<file path="config.mk">
export PLATFORM = sky130hd
export DESIGN_NAME = seq_mult8
export DESIGN_NICKNAME = d
export VERILOG_FILES = /design/src/rtl/seq_mult8.sv
export SDC_FILE = /design/constraint.sdc
export NUM_CORES = 1
export LEC_CHECK = 0
export ABC_CLOCK_PERIOD_IN_PS = 9100
export CAP_MARGIN = 30
export CORE_ASPECT_RATIO = 1.25
export CORE_MARGIN = 2
export CORE_UTILIZATION = 55
export CTS_CLUSTER_SIZE = 8
export DETAILED_ROUTE_END_ITERATION = 10
export GPL_ROUTABILITY_DRIVEN = 0
export HOLD_SLACK_MARGIN = 0.05
export PLACE_DENSITY_LB_ADDON = 0.05
export SETUP_SLACK_MARGIN = 0.05
export SKIP_LAST_GASP = 1
export SLEW_MARGIN = 15
export SYNTH_ARGS = -nofsm -noshare
export SYNTH_HDL_FRONTEND = slang
export SYNTH_SLANG_ARGS = --single-unit
export TNS_END_PERCENT = 30
</file>
<file path="constraint.sdc">
create_clock -name clk -period 9.1 [get_ports clk]
set_input_delay 1.82 -clock clk [delete_from_list [all_inputs] [get_ports clk]]
set_output_delay 1.82 -clock clk [all_outputs]
set_load 0.01 [all_outputs]
</file>
<file path="src/rtl/seq_mult8.sv">
// Sequential unsigned shift-add multiplier: one partial product per clock,
// armed by holding reset low, result flagged by rdy after WIDTH edges.
module seq_mult8 #(
  parameter int WIDTH = 8
) (
  input  logic               clk,
  input  logic               reset,
  input  logic [WIDTH-1:0]   a,
  input  logic [WIDTH-1:0]   b,
  output logic [2*WIDTH-1:0] p,
  output logic               rdy
);
  localparam int CW = $clog2(WIDTH + 1);

  logic [2*WIDTH-1:0] mcand;
  logic [WIDTH-1:0]   mplr;
  logic [CW-1:0]      ctr;
  logic               running;
  logic               cur_bit;
  logic [2*WIDTH-1:0] pp;

  // Operands track a/b only while reset is low; the last edge before release wins.
  always_ff @(posedge clk) begin
    if (!reset) begin
      mcand <= {{WIDTH{1'b0}}, a};
      mplr  <= b;
    end
  end

  always_comb begin
    running = (ctr < CW'(WIDTH));
    cur_bit = mplr[0];
    pp      = '0;
    if (running) begin
      cur_bit = mplr[ctr[$clog2(WIDTH)-1:0]];
      pp      = mcand << ctr;
    end
  end

  always_ff @(posedge clk or negedge reset) begin
    if (!reset) begin
      p   <= '0;
      rdy <= 1'b0;
      ctr <= '0;
    end else if (running) begin
      if (cur_bit) p <= p + pp;
      ctr <= ctr + 1'b1;
      if (ctr == CW'(WIDTH - 1)) rdy <= 1'b1;
    end
  end
endmodule

</file>
==> results by group <==
Power
  – Comb power frac: approximately 33%
  – Peak supply drop: approximately 0.14 mV
  – Static Leak: 1.195 nW
  – Final Power: about 0.60 mW
  – Clk network pwr share: between 20% and 30%
  – NetSw: around 0.18 mW
  – Flop pwr share: between 30% and 40%
  – Pint: between 0.4 and 0.5 mW
  – Fraction of power spent switching nets: a little under a third
  – Pwr Density: a little over 200 mW/mm^2

Drt
  – DR vias: 1932
  – Violation count after the first detailed-routing iteration: 80
  – Post-Route WL: between 4 and 5 mm
  – Pre-antenna DRT Iters: 4
  – WL/cell: ~14 um
  – Avg Vias per Cell: 5.649
  – Routed Antenna Nets: 0
  – Drt drc: 0

Worst setup path
  – Slowest CP cell: dfrtp_1
  – Worst Path Max Fanout: 20
  – CP Cell Sequence: mux2_2, a21oi_1, nor2_1, ha_1, a21oi_1, o21ai_0, a221oi_1, o21ai_0, a221o_1
  – CP required: between 9 and 10 ns
  – Critical Path Sink Type: flip-flop
  – CP Launch Type: flip-flop
  – Buf/Inv on CP: 0
  – Cell family with most CP delay: compound AO/OA/AOI/OAI gates
  – CP startpoint: ctr[1]
  – RR Startpoint: ctr[1]
  – CP max stage delay: 0.81 ns
  – Critical path type: reg2reg
  – WP data arrival: 3.61 ns

STA
  – Slew of the pin with the lowest slew margin: between 0.8 and 0.9 ns
  – Setup-failing EPs final: 0
  – Final worst-path cycle share: between 30% and 40%
  – Max Freq: just under 0.3 GHz
  – Final Slew Violations: 0
  – Max_slew headroom: 45.03%
  – Clock Skew: 0.005231 ns
  – Min Tclk post-route: around 3.4 ns
  – Unrepaired setup endpoints after global routing: false
  – Setup TNS: 0 ns
  – Hold_ws: about 0.47 ns
  – Final Hold Viols: 0

Floorplan
  – Die area: 0.004988 mm^2
  – Top-level I/O count: 35
  – Row count: 27
  – Core area: roughly 0.0043 mm^2
  – Initial core utilization: 56.42%
  – Die Ht: just under 80 um
  – Die Wd: 63.57 um

Clock network
  – H-tree levels: 2
  – Clock Sink Count: 37
  – Post-CTS setup buffers: 0
  – Skew-Pair Late Insertion Delay: between 0.2 and 0.3 ns
  – # resized after CTS: 0
  – Clock root buffer master: clkbuf_8
  – CTS tree: built
  – CTS Buffer Depth: 2
  – Post-CTS Hold Fix Bufs: 0
  – CTS Buf Count: 5
  – CTS clk-pin slew, worst paths: 0.08 ns

Global routing
  – Initial antenna violation count: 0
  – Tot GR Track Use: 21.43%
  – First-pass GRT wire length: between 8 and 9 mm
  – Vias in the first global route: between 1500 and 2000
  – Total grt overflow: 0
  – Largest net degree at the start of global routing: 35

Yosys
  – Total number of yosys warnings: 0
  – Post-Syn Area: approximately 0.0024 mm^2
  – Post-synth top flop: dfrtp_1
  – Average size of a mapped cell: just under 10 um^2
  – Syn Inst Count: 253
  – Yosys reg bits: 37
  – Seq/Total Area, Yosys: between 40% and 50%
  – Net Count, Synth: approximately 290
  – Distinct cells, synth: a little under 50
  – Async set-reset flop share out of synthesis: a little under three fifths
  – EDFF count, synth: 16

Place
  – Post-DP HPWL: approximately 3.6 mm
  – Port Buffers: 34
  – Area after DPL: ~0.0028 mm^2

Worst hold path
  – Worst hold path class: reg2reg
  – Worst Hold Launch: rdy

Run status
  – Status: finished clean

Final layout
  – Layout cells sized above 1: about 7.4%
  – Core Util, Final: between 60% and 70%
  – Cell area after layout: 0.002930 mm^2
  – Layout net count: roughly 320
  – Area grow syn2layout: 20.10%
  – Antenna Cells: 0

Run
  – Max Cap Viol: 0
-- routing by layer --
layer	vias up	GRT usage (%)	part of all wire [%]
met5	-	0	0
met4	0	6.957	0.99
met3	4	3.582	2.9
met2	34	39.05	53
met1	902	25.40	44
li1	992	-	-
-- registers in the layout, indices dropped and copies added, names as in the netlist --
signal and count:
ctr 4, mcand 8, mplr 8, p 16
rdy 1
-- final timing paths --
kind	cells after the start	to	slack, ns
max	9	p[14]	5.66
min	1	rdy	0.47
max reg2reg	9	p[14]	5.66
min reg2reg	1	rdy	0.47
max in group asynchronous	2	ctr[1]	6.98
min in group asynchronous	2	p[5]	1.89
-- per-stage QoR --
| step | setup slack [ns] | cells |
|---|---|---|
| after global routing | 5.383 | 342 |
| final | 5.662 | 342 |
| after detailed placement | 5.769 | 334 |
| after floorplan | 6.242 | 253 |
| after global placement | 5.813 | 334 |
| after CTS | 5.671 | 342 |
-- layout by cell type, fill, tap and decap left out, types with 2 or more instances in the layout --
cell type        netlist  routed
a211oi_1               4       4
a21o_1                 6       6
a21oi_1               15      15
a31oi_1                3       3
and2_1                 3       3
bufinv_16              0       2
clkbuf_8               0       5
clkdlybuf4s50_1        0      34
dfrtp_1               21      21
edfxtp_1              16      16
ha_1                  16      16
inv_1                  7       7
mux2_2                 6       6
mux2i_1                8       8
mux4_2                 2       2
nand2_1               33      33
nand3_1                7       7
nand4_1                2       2
nor2_1                23      23
nor2b_1                2       2
nor3_1                 9       9
nor4_1                 3       3
o211ai_1               7       7
o21a_1                 3       3
o21ai_0               16      16
or3_1                  2       2
xnor2_1                4       4
xor2_1                 4       4
-- cells in the mapped netlist, types with 6 or more instances --
| cell type | n | area [um^2] |
|---|---|---|
| mux2i_1 | 8 | 80.08 |
| nor2_1 | 23 | 86.33 |
| o211ai_1 | 7 | 52.55 |
| mux2_2 | 6 | 67.56 |
| nand3_1 | 7 | 35.03 |
| nor3_1 | 9 | 45.04 |
| edfxtp_1 | 16 | 480.5 |
| inv_1 | 7 | 26.28 |
| o21ai_0 | 16 | 80.08 |
| a21oi_1 | 15 | 75.07 |
| nand2_1 | 33 | 123.9 |
| ha_1 | 16 | 200.2 |
| dfrtp_1 | 21 | 525.5 |
| a21o_1 | 6 | 45.04 |
-- power by group through the flow --
stage | registers [mW] | clock network, mW | logic [mW]
2_1_floorplan | 0.245 | 0 | 0.100
3_3_place_gp | 0.238 | 0 | 0.190
3_5_place_dp | 0.237 | 0 | 0.194
4_1_cts | 0.234 | 0.175 | 0.195
5_1_grt | 0.239 | 0.181 | 0.216
6_report | 0.233 | 0.172 | 0.195
-- cells by family after synthesis --
| kind of cell | Yosys count | share of synthesized area (%) |
|---|---|---|
| buffers and inverters | 20 | 4.000 |
| adder cells (fa/ha/maj) | 17 | 9.026 |
| multiplexers | 16 | 7.897 |
| AND/OR/NAND/NOR | 88 | 16.26 |
| AO/OA/AOI/OAI | 67 | 18.72 |
| XOR/XNOR | 8 | 2.871 |
| flip-flops | 37 | 41.23 |
-- area by class of cell --
| class | instances | area (um^2) |
|---|---|---|
| Clock buffer | 5 | 68.82 |
| Clock inverter | 3 | 68.82 |
| Multi-Input combinational cell | 196 | 1336 |
| Tap cell | 58 | 72.57 |
| Sequential cell | 37 | 1006 |
| Inverter | 8 | 30.03 |
| Timing Repair Buffer | 35 | 347.8 |
| Fill cell | 373 | 1394 |
No activity file was read; power rests on OpenSTA's default activity.
